File: config.mk
export PLATFORM = sky130hd
export DESIGN_NAME = fetch_stage_flat
export DESIGN_NICKNAME = d
export VERILOG_FILES = /design/src/rtl/fetch_if.sv /design/src/rtl/fetch_stage.sv /design/src/flat_wrapper.sv
export SDC_FILE = /design/constraint.sdc
export NUM_CORES = 1
export LEC_CHECK = 0
export CORE_ASPECT_RATIO = 0.6
export CORE_MARGIN = 1.5
export CORE_UTILIZATION = 47
export DETAILED_ROUTE_END_ITERATION = 10
export PLACE_DENSITY = 0.79
export SETUP_SLACK_MARGIN = 0.02
export SLEW_MARGIN = 20
export SYNTH_ARGS = -nofsm -noshare
export SYNTH_HDL_FRONTEND = slang
export SYNTH_SLANG_ARGS = --single-unit
File: constraint.sdc
create_clock -name clk -period 6.4 [get_ports clk]
set_input_delay 0.96 -clock clk [delete_from_list [all_inputs] [get_ports clk]]
set_output_delay 0.96 -clock clk [all_outputs]
set_load 0.02 [all_outputs]
File: src/rtl/fetch_if.sv
//------------------------------------------------------------------------------
// fetch_if : control, instruction-memory and IF/ID signals of the fetch stage
// Revision : 1.0 - initial release
//------------------------------------------------------------------------------
`default_nettype none

interface fetch_if;
  logic        stall_f;
  logic        stall_d;
  logic        flush_d;
  logic        pc_src_e;
  logic [31:0] pc_target_e;
  logic [31:0] imem_rdata;
  logic [31:0] imem_addr;
  logic [31:0] instr_d;
  logic [31:0] pc_d;
  logic [31:0] pc_plus4_d;
  logic        valid_d;
  logic        misalign_e;
  logic [31:0] fetch_count;

  modport master (
    input  stall_f, stall_d, flush_d, pc_src_e, pc_target_e, imem_rdata,
    output imem_addr, instr_d, pc_d, pc_plus4_d, valid_d, misalign_e, fetch_count
  );

  modport slave (
    output stall_f, stall_d, flush_d, pc_src_e, pc_target_e, imem_rdata,
    input  imem_addr, instr_d, pc_d, pc_plus4_d, valid_d, misalign_e, fetch_count
  );
endinterface

`default_nettype wire

File: src/rtl/fetch_stage.sv
//------------------------------------------------------------------------------
// fetch_stage : RV32I instruction fetch - PC register and IF/ID pipeline register
// Revision    : 1.0 - initial release
//------------------------------------------------------------------------------
`default_nettype none

module fetch_stage #(
  parameter logic [31:0] RESET_PC = 32'h0000_0000,
  parameter logic [31:0] NOP      = 32'h0000_0013,
  parameter logic [31:0] CNT_INIT = 32'h0000_0000
) (
  input  logic    clk,
  input  logic    rst,
  fetch_if.master bus
);

  logic [31:0] pc_f_q, pc_f_d;
  logic [31:0] pc_plus4_f;
  logic [31:0] ifid_instr_q, ifid_instr_d;
  logic [31:0] ifid_pc_q, ifid_pc_d;
  logic [31:0] ifid_pc4_q, ifid_pc4_d;
  logic        ifid_valid_q, ifid_valid_d;
  logic        misalign_q, misalign_d;
  logic [31:0] count_q, count_d;
  logic        ifid_load;

  assign pc_plus4_f = pc_f_q + 32'd4;
  assign ifid_load  = !bus.flush_d && !bus.stall_d;

  // Redirect takes priority over stall_f so a taken branch is never lost.
  always_comb begin
    pc_f_d = pc_plus4_f;
    if (bus.pc_src_e) begin
      pc_f_d = {bus.pc_target_e[31:2], 2'b00};
    end else if (bus.stall_f) begin
      pc_f_d = pc_f_q;
    end
  end

  assign misalign_d = bus.pc_src_e && (bus.pc_target_e[1:0] != 2'b00);

  always_comb begin
    ifid_instr_d = ifid_instr_q;
    ifid_pc_d    = ifid_pc_q;
    ifid_pc4_d   = ifid_pc4_q;
    ifid_valid_d = ifid_valid_q;
    count_d      = count_q;
    if (bus.flush_d) begin
      ifid_instr_d = NOP;
      ifid_pc_d    = 32'd0;
      ifid_pc4_d   = 32'd0;
      ifid_valid_d = 1'b0;
    end else if (!bus.stall_d) begin
      ifid_instr_d = bus.imem_rdata;
      ifid_pc_d    = pc_f_q;
      ifid_pc4_d   = pc_plus4_f;
      ifid_valid_d = 1'b1;
    end
    if (ifid_load) begin
      count_d = count_q + 32'd1;
    end
  end

  always_ff @(posedge clk or posedge rst) begin
    if (rst) begin
      pc_f_q       <= RESET_PC;
      ifid_instr_q <= NOP;
      ifid_pc_q    <= 32'd0;
      ifid_pc4_q   <= 32'd0;
      ifid_valid_q <= 1'b0;
      misalign_q   <= 1'b0;
      count_q      <= CNT_INIT;
    end else begin
      pc_f_q       <= pc_f_d;
      ifid_instr_q <= ifid_instr_d;
      ifid_pc_q    <= ifid_pc_d;
      ifid_pc4_q   <= ifid_pc4_d;
      ifid_valid_q <= ifid_valid_d;
      misalign_q   <= misalign_d;
      count_q      <= count_d;
    end
  end

  assign bus.imem_addr   = pc_f_q;
  assign bus.instr_d     = ifid_instr_q;
  assign bus.pc_d        = ifid_pc_q;
  assign bus.pc_plus4_d  = ifid_pc4_q;
  assign bus.valid_d     = ifid_valid_q;
  assign bus.misalign_e  = misalign_q;
  assign bus.fetch_count = count_q;

endmodule

`default_nettype wire

File: src/flat_wrapper.sv
// flat-port wrapper written by rule: the top's interface ports become plain ports
module fetch_stage_flat 
#(
  parameter logic [31:0] RESET_PC = 32'h0000_0000,
  parameter logic [31:0] NOP      = 32'h0000_0013,
  parameter logic [31:0] CNT_INIT = 32'h0000_0000
)
  (clk, rst, bus_stall_f, bus_stall_d, bus_flush_d, bus_pc_src_e, bus_pc_target_e, bus_imem_rdata, bus_imem_addr, bus_instr_d, bus_pc_d, bus_pc_plus4_d, bus_valid_d, bus_misalign_e, bus_fetch_count);
  fetch_if bus_i ();
  input  logic clk;
  input  logic rst;
  input wire logic [$bits(bus_i.stall_f)-1:0] bus_stall_f;
  input wire logic [$bits(bus_i.stall_d)-1:0] bus_stall_d;
  input wire logic [$bits(bus_i.flush_d)-1:0] bus_flush_d;
  input wire logic [$bits(bus_i.pc_src_e)-1:0] bus_pc_src_e;
  input wire logic [$bits(bus_i.pc_target_e)-1:0] bus_pc_target_e;
  input wire logic [$bits(bus_i.imem_rdata)-1:0] bus_imem_rdata;
  output wire logic [$bits(bus_i.imem_addr)-1:0] bus_imem_addr;
  output wire logic [$bits(bus_i.instr_d)-1:0] bus_instr_d;
  output wire logic [$bits(bus_i.pc_d)-1:0] bus_pc_d;
  output wire logic [$bits(bus_i.pc_plus4_d)-1:0] bus_pc_plus4_d;
  output wire logic [$bits(bus_i.valid_d)-1:0] bus_valid_d;
  output wire logic [$bits(bus_i.misalign_e)-1:0] bus_misalign_e;
  output wire logic [$bits(bus_i.fetch_count)-1:0] bus_fetch_count;
  assign bus_i.stall_f = bus_stall_f;
  assign bus_i.stall_d = bus_stall_d;
  assign bus_i.flush_d = bus_flush_d;
  assign bus_i.pc_src_e = bus_pc_src_e;
  assign bus_i.pc_target_e = bus_pc_target_e;
  assign bus_i.imem_rdata = bus_imem_rdata;
  assign bus_imem_addr = bus_i.imem_addr;
  assign bus_instr_d = bus_i.instr_d;
  assign bus_pc_d = bus_i.pc_d;
  assign bus_pc_plus4_d = bus_i.pc_plus4_d;
  assign bus_valid_d = bus_i.valid_d;
  assign bus_misalign_e = bus_i.misalign_e;
  assign bus_fetch_count = bus_i.fetch_count;
  fetch_stage #(.RESET_PC(RESET_PC), .NOP(NOP), .CNT_INIT(CNT_INIT)) u_core (.clk(clk), .rst(rst), .bus(bus_i));
endmodule
# == Word-level counts from Yosys, hierarchy flattened ==
# Cells that the tools add are included.
# classes
n_addsub,2
n_eq_ne,2
muxes,10
n_reduce_logical,5
# op_table
cell,count
$mux 32,8
$add 32x1->32 const B,1
$add 32x3->32 const B,1
$ne 2x1->1 const B,2
$logic_and 1x1->1,2
$logic_not 1->1,2
$mux 1,2
$reduce_bool 2->1,1
# totals
register_bits,162
output_inout_bits,162
elab_cells,26

# == Logic depth before layout (Yosys ltp) ==
# Gate-level depths: netlist (run 1).
# logic_depth
ltp_word,3
ltp_mapped,7

# == Worst setup path after synthesis (run 1) ==
# Ideal clock, no wire load.
# synth_path
kind,input port to flip-flop
from,in bus_flush_d
to,"reg u_core.count_q[13], in the netlist u_core.bus.fetch_count[13]"
arrival_ns,2.291
t_required_ns,6.269
path_slack_ns,3.978
cell_stages,7
cell_sequence,clkbuf_1 > nor2_1 > and3_1 > clkbuf_1 > clkbuf_1 > nand4_1 > xnor2_1
# synth_via
elab_chain_len,2
# synth_lines
item,line_no,source
from (decl),flat_wrapper.sv:14,input wire logic [$bits(bus_i.flush_d)-1:0] bus_flush_d;
$logic_not 1->1,fetch_stage.sv:28,assign ifid_load = !bus.flush_d && !bus.stall_d;
$logic_and 1x1->1,fetch_stage.sv:28,
to (signal assigned),fetch_stage.sv:80,count_q <= count_d;
to (decl),fetch_stage.sv:24,"logic [31:0] count_q, count_d;"
# Every way passes these cells.
# A chain may end at the register's enable or synchronous reset.

# == Worst setup path in the final report (run 1) ==
# layout_path
from,"reg u_core.pc_f_q[2], in the netlist u_core.bus.imem_addr[2]"
to,"reg u_core.ifid_pc4_q[28], in the netlist u_core.bus.pc_plus4_d[28]"
# layout_via
elab_chain_len,3
# layout_lines
item,line_no,source
from (decl),fetch_stage.sv:17,"logic [31:0] pc_f_q, pc_f_d;"
from (signal assigned),fetch_stage.sv:74,pc_f_q <= pc_f_d;
$add 32x3->32,fetch_stage.sv:27,assign pc_plus4_f = pc_f_q + 32'd4;
$mux 32,fetch_stage.sv:53,end else if (!bus.stall_d) begin
$mux 32,fetch_stage.sv:48,if (bus.flush_d) begin
to (signal assigned),fetch_stage.sv:77,ifid_pc4_q <= ifid_pc4_d;
to (decl),fetch_stage.sv:21,"logic [31:0] ifid_pc4_q, ifid_pc4_d;"
# Every way passes these cells. The select of a mux whose other input is x is not followed.

==> results of run 1 <==
logic make-up after synthesis:
| logic type | share of synthesized area, % |
|---|---|
| buffers and inverters | 4.54 |
| adder cells (fa/ha/maj) | 0.331 |
| flip-flops | 52.0 |
| XOR/XNOR | 6.14 |
| AND/OR/NAND/NOR | 20.2 |
| other | 0.0496 |
| multiplexers | 7.17 |
| AO/OA/AOI/OAI | 9.49 |
sequential cells by signal (all words and copies together), names as in the netlist:
name / flops
u_core.bus.pc_d: 30
u_core.bus.valid_d: 1
u_core.bus.pc_plus4_d: 31
u_core.bus.imem_addr: 30
u_core.bus.instr_d: 32
u_core.bus.misalign_e: 1
u_core.bus.fetch_count: 32
final cells by class:
class	instances	area [um^2]	area share (%)
clock buffer	18	429	4.12
clock inverter	14	124	1.19
tap	203	254	2.44
timing repair buffer	234	2320	22.3
multi-input combinational	521	3290	31.6
inverter	15	61.3	0.589
sequential	157	3930	37.8
metrics by stage:
stage          worst slack (ns)  cells  area (um^2)  total power, mW  util, %
2_1_floorplan              1.21    758         7560             1.44        -
3_3_place_gp               2.85   1130         9860             1.70     63.5
3_5_place_dp               2.83   1130         9860             1.71     63.5
4_1_cts                    3.28   1162        10400             2.67     67.0
5_1_grt                    3.16   1162        10400             2.77     67.0
6_report                   3.28   1162        10400             2.65     67.0
per-layer routing:
layer  track usage (%)  share of wire (%)  vias to the layer above
li1                  -                  -                     3065
met1              38.5                 46                     3164
met2              36.8                 41                      335
met3              8.56                 11                       29
met4              7.76                1.7                        0
met5                 0                  0                        -
worst register-to-register path, delay by kind of cell (launching register included):
family	cells	cell delay, ns
adder cells (fa/ha/maj)	1	0.28
flip-flops	1	0.56
AO/OA/AOI/OAI	1	0.38
AND/OR/NAND/NOR	3	1.76
power by group:
group | switching (mW) | internal [mW] | leakage [nW]
clock network | 0.448 | 0.513 | 0.269
logic | 0.274 | 0.246 | 2.01
registers | 0.104 | 1.07 | 2.03
total | 0.827 | 1.83 | 4.31
cells in the mapped netlist, drive strengths merged, types with 17 or more instances:
| master | count |
|---|---|
| nand4 | 28 |
| xnor2 | 45 |
| nor2 | 110 |
| nand2 | 56 |
| buf | 26 |
| o21ai | 26 |
| clkbuf | 39 |
| nor4 | 17 |
| mux2i | 53 |
| dfrtp | 154 |
| a21oi | 18 |
| nand3 | 19 |
worst paths after layout:
kind                                         endpoint                  startpoint
hold / removal             u_core.bus.fetch_count[31]  u_core.bus.fetch_count[31]
setup reg to reg            u_core.bus.pc_plus4_d[28]     u_core.bus.imem_addr[2]
min in group asynchronous         u_core.bus.pc_d[24]                         rst
hold reg to reg            u_core.bus.fetch_count[31]  u_core.bus.fetch_count[31]
setup / recovery            u_core.bus.pc_plus4_d[28]     u_core.bus.imem_addr[2]
max in group asynchronous      u_core.bus.instr_d[10]                         rst
==> Implementation_results.wiki, run 1 <==
{| class="wikitable"
! Metric !! Value
|-
| Outcome || complete, but fails checks
|-
| Violations in the final reports || design-rule violations
|-
| Normalized max-slew margin || roughly 29%
|-
| Post-synth EDFFs || 0
|-
| DRC viols || 15
|-
| Share of synthesized flip-flops with an asynchronous set or reset || 100%
|-
| Starting density of the core || 48.6%
|-
| Remaining antenna violation count || 0
|-
| Buffer depth of the longest clock path || 2
|-
| Arrival time reported for the critical path endpoint || about 3.4 ns
|-
| Clk_skew || 0.0132 ns
|-
| GR Util All Layers || a little over a quarter
|-
| Clock transition at the registers of the reported paths || ~0.070 ns
|-
| Power Density || roughly 250 nW/um^2
|-
| Routed length per instance || 18.6 um
|-
| Worst hold margin || around 0.49 ns
|-
| Synthesized area divided by synthesized cell count || 9.98 um^2
|-
| Largest net degree at the start of global routing || approximately 100
|-
| Measured slew at the worst slew-check pin || around 1.1 ns
|-
| Chip Height || 101 um
|-
| Fraction of final layout cells with drive strength greater than 1 || 5.63%
|-
| Crit path max-delay cell type || sky130_fd_sc_hd__or4_4
|-
| Leak pwr || 4.31 nW
|-
| Final setup TNS || 0 ns
|-
| Required arrival time at the worst endpoint || 6.68 ns
|-
| Post-CTS Setup Repair Bufs || 0
|-
| Top flip-flop cell by instance count after synthesis || sky130_fd_sc_hd__dfrtp_1
|-
| Global-route wire length before repair || 34.5 mm
|-
| Via count of the first global-routing pass || 6277
|-
| Type of destination of the critical path || register
|-
| Number of distinct library cell variants in the gate-level netlist after synthesis || 54
|-
| Portion of the post-synthesis area used by sequential elements || a little over half
|-
| GR Overflow Total || 0
|-
| CTS-repair resized insts || 0
|-
| Hold-fix buffers at CTS || 0
|-
| DR pass1 iterations || 11
|-
| Critical Path Start Type || register
|-
| Initial antenna violation count || 0
|-
| I/O pins || approximately 230
|-
| Buf/Inv on CP || 0
|-
| Peak clock frequency supported by timing || between 300 and 400 MHz
|-
| Area share of the largest cell type after synthesis || about half
|-
| Largest incremental delay on the critical path || 0.85 ns
|-
| Final max-slew violation count || 0
|-
| Maximum VDD drop || between 0.00015 and 0.0002 V
|-
| First-iteration detailed-routing DRC count || 553
|-
| DR vias || 6593
|-
| Largest fanout on the critical path || 22
|-
| Number of rows in the core area || 35
|-
| DIE AREA || approximately 17000 um^2
|-
| Ordered cell list for the critical path || ha_1 -> nand4_1 -> or4_4 -> or3_1 -> a2111oi_0
|-
| Clock net sink count || about 160
|-
| Routability congestion estimate from global placement || 0.849
|-
| Most frequent standard cell in the layout excluding fill and tap cells || sky130_fd_sc_hd__clkdlybuf4s50_1
|-
| Count of endpoints failing setup in the final report || 0
|-
| Antenna diodes || 0
|-
| Cell depth of the worst setup path || 5
|-
| Post-synthesis instance area || approximately 7600 um^2
|-
| Shortest period the worst path allows || 3.12 ns
|-
| Layout-stage area growth over the synthesis result || 37.8%
|-
| Biggest area contributors in the synthesized netlist || sky130_fd_sc_hd__dfrtp_1 (51%), sky130_fd_sc_hd__mux2i_1 (7.0%), sky130_fd_sc_hd__nor2_1 (5.5%)
|-
| Most used cells in the layout excluding fill and tap cells || sky130_fd_sc_hd__clkdlybuf4s50_1 (226), sky130_fd_sc_hd__dfrtp_1 (154), sky130_fd_sc_hd__nor2_1 (110)
|-
| Cell accounting for the most synthesized area || sky130_fd_sc_hd__dfrtp_1
|-
| Clk Latency, worst-skew pair || between 0.4 and 0.5 ns
|-
| WHS Path Cells || 1
|-
| Cell chosen for the clock root || sky130_fd_sc_hd__clkbuf_16
|-
| Final hold violation count || 0
|-
| Number of fill cells || 1226
|-
| Kind of critical path || reg2reg
|-
| Count of mapped cells out of synthesis || 757
|-
| Count of maximum capacitance violations || 0
|-
| Total Wirelength || 21.6 mm
|-
| Register-to-register setup slack || 3.28 ns
|-
| Setup repair after global routing missed its margin || no
|-
| Horizontal die dimension || 167 um
|-
| Count of synthesis-stage warnings from yosys || 0
|-
| Number of flip-flops and latches in the synthesized netlist || roughly 160
|-
| Detail-routed via count per cell || 5.67
|-
| Worst R2R Path Depth || 5
|-
| Total CTS buffers || 17
|-
| Number of nets in the layout || approximately 1.0k
|-
| Count of input and output buffers || 229
|-
| Hold Crit Class || reg2reg
|-
| Final cycle utilization of the critical path || 48.8%
|-
| HPWL after detailed placement || 14.8 mm
|-
| Clock tree from TritonCTS || yes
|-
| CTS HTree Levels || 4
|-
| Cell family with most CP delay || simple AND/OR/NAND/NOR gates
|-
| Core Area || about 16000 um^2
|}
No activity file was read; power rests on OpenSTA's default activity.
==> inputs of run 2 (changes only) <==
clock period = 3 ns   (was 6.4 ns; I/O delays follow)
==> run 2 against run 1 <==
The run still ends with design-rule violations left. Critical path depth shrank 1. Non-clock buffer count is 20 higher. Sequential power increased by 110%. Via count up 1.7%. Routed wire length is 3.2% higher. Flip-flop and latch count is the same. Register-to-register slack lost 2.8 ns. Global-route usage up 0.73 points. Count of clock-buffer cells in the layout is the same. Clock power rose by 120%. Clock skew decreased by 0.0030 ns. Highest routed layer unchanged.
==> Implementation_results.wiki, run 2 (synthesis results as in run 1) <==
{| class="wikitable"
! Metric !! Value
|-
| Shortest period the worst path allows || 2.48 ns (-0.642 ns)
|-
| Via count of the first global-routing pass || 6262 (-0.24%)
|-
| Buf/Inv on CP || 0 (unchanged)
|-
| Measured slew at the worst slew-check pin || 0.787 ns (-0.273 ns)
|-
| Normalized max-slew margin || 47.6% (+18 points)
|-
| Routed length per instance || 18.9 um (+1.5%)
|-
| Largest fanout on the critical path || 22 (unchanged)
|-
| Cell chosen for the clock root || sky130_fd_sc_hd__clkbuf_16
|-
| Destination of the critical timing path || u_core.bus.pc_plus4_d[28]
|-
| Routability congestion estimate from global placement || 0.934 (+10%)
|-
| Cell family with most CP delay || simple AND/OR/NAND/NOR gates
|-
| Starting density of the core || 48.6% (unchanged)
|-
| Total Wirelength || 22.3 mm (+3.2%)
|-
| Count of input and output buffers || 229 (unchanged)
|-
| Sequential Area || 3930 um^2 (unchanged)
|-
| Largest incremental delay on the critical path || 0.70 ns (-0.15 ns)
|-
| Worst hold margin || 0.445 ns (-0.0426 ns)
|-
| Total CTS buffers || 17 (unchanged)
|-
| DR pass1 iterations || 9 (-2)
|-
| Footprint of the multi-input gates || 3290 um^2 (unchanged)
|-
| Cell depth of the worst setup path || 4 (-1)
|-
| Global-route wire length before repair || 35.4 mm (+2.5%)
|-
| Clock tree from TritonCTS || yes
|-
| Register-to-register setup slack || 0.52 ns (-2.76 ns)
|-
| Chip Height || 101 um (unchanged)
|-
| Most used cells in the layout excluding fill and tap cells || sky130_fd_sc_hd__clkdlybuf4s50_1 (227), sky130_fd_sc_hd__dfrtp_1 (154), sky130_fd_sc_hd__nor2_1 (110)
|-
| Clk_skew || 0.0102 ns (-0.00304 ns)
|-
| Violations in the final reports || design-rule violations
|-
| Most frequent standard cell in the layout excluding fill and tap cells || sky130_fd_sc_hd__clkdlybuf4s50_1
|-
| GR Util All Layers || 26.9% (+0.73 points)
|-
| Hold-fix buffers at CTS || 0 (unchanged)
|-
| Count of endpoints failing setup in the final report || 0 (unchanged)
|-
| First-iteration detailed-routing DRC count || 679 (+23%)
|-
| Clock transition at the registers of the reported paths || 0.07 ns (about the same)
|-
| Power Density || 544 nW/um^2 (+110%)
|-
| Buffer depth of the longest clock path || 2 (unchanged)
|-
| Initial antenna violation count || 0 (unchanged)
|-
| Number of nets in the layout || 1038 (+2.0%)
|-
| Final max-slew violation count || 0 (unchanged)
|-
| Reg2reg start || u_core.bus.imem_addr[14]
|-
| GR Overflow Total || 0 (unchanged)
|-
| Reg2reg end || u_core.bus.pc_plus4_d[28]
|-
| Final hold violation count || 0 (unchanged)
|-
| Hold Crit Class || in2reg
|-
| CTS-repair resized insts || 0 (unchanged)
|-
| Fraction of final layout cells with drive strength greater than 1 || 7.56% (+1.9 points)
|-
| Core Area || 15500 um^2 (unchanged)
|-
| Timing startpoint of the critical path || u_core.bus.imem_addr[14]
|-
| Final setup TNS || 0 ns (unchanged)
|-
| CTS HTree Levels || 4 (unchanged)
|-
| Maximum VDD drop || 0.000265 V (+37%)
|-
| Number of fill cells || 1240 (+1.1%)
|-
| Antenna diodes || 0 (unchanged)
|-
| Detail-routed via count per cell || 5.67 (about the same)
|-
| Arrival time reported for the critical path endpoint || 2.76 ns (-0.65 ns)
|-
| HPWL after detailed placement || 15.8 mm (+6.8%)
|-
| Post-CTS Setup Repair Bufs || 0 (unchanged)
|-
| End-of-flow core utilization || 68.1% (+1.2 points)
|-
| I/O pins || 232 (unchanged)
|-
| Required arrival time at the worst endpoint || 3.27 ns (-3.41 ns)
|-
| Horizontal die dimension || 167 um (unchanged)
|-
| Number of rows in the core area || 35 (unchanged)
|-
| Outcome || complete, but fails checks
|-
| Count of maximum capacitance violations || 0 (unchanged)
|-
| Setup repair after global routing missed its margin || no
|-
| Layout-stage area growth over the synthesis result || 40.1%
|-
| Peak clock frequency supported by timing || 403 MHz (+26%)
|-
| Largest net degree at the start of global routing || 126 (+25%)
|-
| Kind of critical path || reg2reg
|-
| DR vias || 6705 (+1.7%)
|-
| Remaining antenna violation count || 0 (unchanged)
|-
| Clock net sink count || 157 (unchanged)
|-
| Final cycle utilization of the critical path || 82.7% (+34 points)
|-
| Clk Latency, worst-skew pair || 0.42 ns (about the same)
|-
| Critical Path Start Type || register
|-
| Leak pwr || 4.42 nW (+2.5%)
|-
| Ordered cell list for the critical path || nand4_1 -> or4_4 -> or3_1 -> a2111oi_0
|-
| Crit path max-delay cell type || sky130_fd_sc_hd__or4_4
|-
| Pwr Total || 5.77 mW (+120%)
|-
| DRC viols || 14 (-1)
|-
| Worst R2R Path Depth || 4 (-1)
|-
| Type of destination of the critical path || register
|-
| DIE AREA || 16900 um^2 (unchanged)
|}
## run 2: power by group
part	internal, mW	switching (mW)
Combinational	0.552	0.638
Sequential	2.28	0.193
Clock	1.12	0.987
## run 2: worst min path at each step
stage / start / end / slack [ns] / cells after the start
finish: bus_flush_d / u_core.bus.instr_d[31] / 0.44 / 2
CTS: bus_flush_d / u_core.bus.instr_d[31] / 0.45 / 2
global route: bus_flush_d / u_core.bus.instr_d[31] / 0.47 / 2
floorplan: bus_pc_target_e[16] / u_core.bus.imem_addr[16] / 0.57 / 2
global placement: u_core.bus.fetch_count[31] / u_core.bus.fetch_count[31] / 0.46 / 1
detailed placement: u_core.bus.fetch_count[31] / u_core.bus.fetch_count[31] / 0.46 / 1
## run 2: layout make-up
| type | count | share of cell area (%) |
|---|---|---|
| Timing Repair Buffer | 254 | 23.5 |
| Sequential cell | 157 | 37.1 |
| Multi-Input combinational cell | 521 | 31.1 |
| Clock buffer | 18 | 4.15 |
| Tap cell | 203 | 2.40 |
| Clock inverter | 14 | 1.19 |
| Inverter | 15 | 0.567 |
## run 2: metal layers
metal	track usage [%]	up-vias	routed length, um
met3	8.36	28	2350
met5	0	-	0
met4	6.29	0	235
met1	39.1	3284	10200
met2	39.7	298	9550
li1	-	3095	-
## run 2: stage by stage
step / cell area (um^2) / cells / setup slack (ns)
3_3_place_gp: 10000 / 1150 / 0.671
2_1_floorplan: 7560 / 758 / 0.566
4_1_cts: 10600 / 1182 / 0.506
6_report: 10600 / 1182 / 0.518
3_5_place_dp: 10000 / 1150 / 0.550
5_1_grt: 10600 / 1182 / 0.378
==> inputs of run 3 (changes only) <==
CORE_UTILIZATION = 43   (was 47)
PLACE_DENSITY = 0.76   (was 0.79)
clock period = 2.2 ns   (was 3 ns; I/O delays follow)
==> run 3 against run 2 <==
Routed wire length increased by 5.5%. Flip-flop and latch count unchanged. The run ends with negative setup slack left. Critical path depth unchanged. Sequential share of layout area decreased by 1.8 points. Total power increased by 44%. Hold slack got worse by 0.13 ns. Sequential power increased by 35%. Via count increased by 2.8%.
==> Implementation_results.wiki, run 3 (synthesis results as in run 1) <==
{| class="wikitable"
! Metric !! Value
|-
| Core Area || 17200 um^2 (+10%)
|-
| Buffer depth of the longest clock path || 2 (unchanged)
|-
| Fin worst setup slack || -0.0153 ns (-0.533 ns)
|-
| Routed length per instance || 18.7 um (-1.1%)
|-
| Total Wirelength || 23.5 mm (+5.5%)
|-
| Source of the worst hold timing path || bus_stall_d
|-
| HPWL after detailed placement || 16.4 mm (+4.1%)
|-
| Number of nets in the layout || 1087 (+4.7%)
|-
| Setup repair after global routing missed its margin || yes
|-
| Final hold violation count || 0 (unchanged)
|-
| Number of standard cells in the final layout excluding fillers || 1262 (+6.8%)
|-
| Worst hold margin || 0.314 ns (-0.131 ns)
|-
| Peak clock frequency supported by timing || 451 MHz (+12%)
|-
| Hold Crit Class || in2reg
|-
| Measured slew at the worst slew-check pin || 0.799 ns (+0.0127 ns)
|-
| Hold-fix buffers at CTS || 0 (unchanged)
|-
| Count of endpoints failing setup in the final report || 2 (+2)
|-
| Outcome || complete, but fails checks
|-
| Clock transition at the registers of the reported paths || 0.07 ns (about the same)
|-
| Starting density of the core || 44.0% (-4.6 points)
|-
| WHS Path Cells || 2 (unchanged)
|-
| Routability congestion estimate from global placement || 0.904 (-3.2%)
|-
| Final max-slew violation count || 0 (unchanged)
|-
| Worst R2R Path Depth || 4 (unchanged)
|-
| DR vias || 6893 (+2.8%)
|-
| Largest net degree at the start of global routing || 80 (-37%)
|-
| Normalized max-slew margin || 46.7% (-0.84 points)
|-
| Count of maximum capacitance violations || 0 (unchanged)
|-
| Kind of critical path || reg2reg
|-
| Cell chosen for the clock root || sky130_fd_sc_hd__clkbuf_16
|-
| Violations in the final reports || negative setup slack
|-
| Detail-routed via count per cell || 5.46 (-3.7%)
|-
| Power Density || 743 nW/um^2 (+36%)
|-
| Largest fanout on the critical path || 5 (-77%)
|-
| Layout-stage area growth over the synthesis result || 47.5%
|-
| Pwr Total || 8.28 mW (+44%)
|-
| Sink of the worst hold path || u_core.bus.instr_d[0]
|-
| Most used cells in the layout excluding fill and tap cells || sky130_fd_sc_hd__clkdlybuf4s50_1 (227), sky130_fd_sc_hd__dfrtp_1 (152), sky130_fd_sc_hd__nor2_1 (110)
|-
| Pre-CTS setup slack || -0.0255 ns (-0.575 ns)
|-
| Fraction of final layout cells with drive strength greater than 1 || 13.1% (+5.6 points)
|-
| Leak pwr || 4.69 nW (+6.2%)
|-
| Remaining antenna violation count || 0 (unchanged)
|-
| First-iteration detailed-routing DRC count || 562 (-17%)
|-
| Register-to-register setup slack || -0.02 ns (-0.53 ns)
|-
| DRC viols || 0 (-14)
|-
| DIE AREA || 18400 um^2 (+9.1%)
|-
| Number of cells in the design after placement || 1221 (+6.2%)
|-
| Clk Latency, worst-skew pair || 0.42 ns (about the same)
|-
| Clock net sink count || 157 (unchanged)
|-
| Chip Height || 106 um (+4.4%)
|-
| CTS HTree Levels || 4 (unchanged)
|-
| Total CTS buffers || 17 (unchanged)
|-
| Clock tree from TritonCTS || yes
|-
| Type of destination of the critical path || register
|-
| Required arrival time at the worst endpoint || 2.52 ns (-0.75 ns)
|-
| Shortest period the worst path allows || 2.22 ns (-0.267 ns)
|-
| GR Overflow Total || 0 (unchanged)
|-
| Count of input and output buffers || 229 (unchanged)
|-
| Horizontal die dimension || 174 um (+4.5%)
|-
| I/O pins || 232 (unchanged)
|-
| Critical Path Start Type || register
|-
| Final cycle utilization of the critical path || 101% (+18 points)
|-
| Clk_skew || 0.0111 ns (+0.000900 ns)
|-
| GR Util All Layers || 25.9% (-1.1 points)
|-
| Reg2reg start || u_core.bus.imem_addr[9]
|-
| Maximum VDD drop || 0.000527 V (+99%)
|-
| Reg2reg end || u_core.bus.pc_plus4_d[21]
|-
| Most frequent standard cell in the layout excluding fill and tap cells || sky130_fd_sc_hd__clkdlybuf4s50_1
|-
| Arrival time reported for the critical path endpoint || 2.54 ns (-0.22 ns)
|-
| Via count of the first global-routing pass || 6736 (+7.6%)
|-
| Number of rows in the core area || 37 (+5.7%)
|-
| Initial antenna violation count || 0 (unchanged)
|-
| DR pass1 iterations || 4 (-5)
|-
| Antenna diodes || 0 (unchanged)
|-
| Global-route wire length before repair || 37.5 mm (+5.9%)
|}
run 3: timing repair:
| action | CTS | global route |
|---|---|---|
| setup endpoints to repair | 6 | 14 |
| pin swaps | 4 | 10 |
| gates cloned | 0 | 1 |
| gates resized for setup | 2 | 12 |
| hold endpoints to repair | 0 | 0 |
| buffers inserted | 3 | 5 |
run 3: metrics by stage:
step | utilization [%] | area [um^2] | TNS [ns]
after global placement | 60.5 | 10400 | 0
after CTS | 64.3 | 11000 | 0
final | 64.9 | 11100 | -0.0199
after global routing | 64.9 | 11100 | -0.458
after floorplan | - | 7570 | -19.15
after detailed placement | 60.5 | 10400 | -0.0507
run 3: critical path: stages, from the launching register on:
cell	delay, ns
sky130_fd_sc_hd__dfrtp_1	0.39
sky130_fd_sc_hd__nand4_1	0.29
sky130_fd_sc_hd__or4_4	0.63
sky130_fd_sc_hd__or4_1	0.54
sky130_fd_sc_hd__a311oi_2	0.25
run 3: where the power goes:
part / total [mW] / switching, mW / leakage (nW) / internal (mW)
Combinational: 1.75 / 0.927 / 2.35 / 0.825
Sequential: 3.34 / 0.231 / 2.03 / 3.11
Clock: 3.18 / 1.35 / 0.307 / 1.84
run 3: final cells by class:
type	count	area (um^2)
fill	1381	6030
sequential	157	3940
multi-input combinational	522	3360
timing repair buffer	302	2870
clock buffer	17	425
tap	234	293
clock inverter	15	200
inverter	15	60.1
run 3: worst max-delay path by stage:
stage / depth (start not counted) / from / end
final: 4 / u_core.bus.imem_addr[9] / u_core.bus.pc_plus4_d[21]
after global routing: 6 / u_core.bus.imem_addr[3] / u_core.bus.imem_addr[20]
after CTS: 6 / u_core.bus.imem_addr[3] / u_core.bus.imem_addr[20]
after detailed placement: 6 / u_core.bus.imem_addr[3] / u_core.bus.imem_addr[24]
after global placement: 6 / u_core.bus.imem_addr[2] / u_core.bus.imem_addr[22]
after floorplan: 6 / u_core.bus.imem_addr[2] / u_core.bus.imem_addr[26]
run 3: metal layers:
metal | global-route usage, % | up-vias | part of all wire, %
met3 | 8.19 | 23 | 10
met2 | 37.0 | 325 | 41
met1 | 37.7 | 3340 | 47
met5 | 0 | - | 0
li1 | - | 3205 | -
met4 | 6.59 | 0 | 1.2
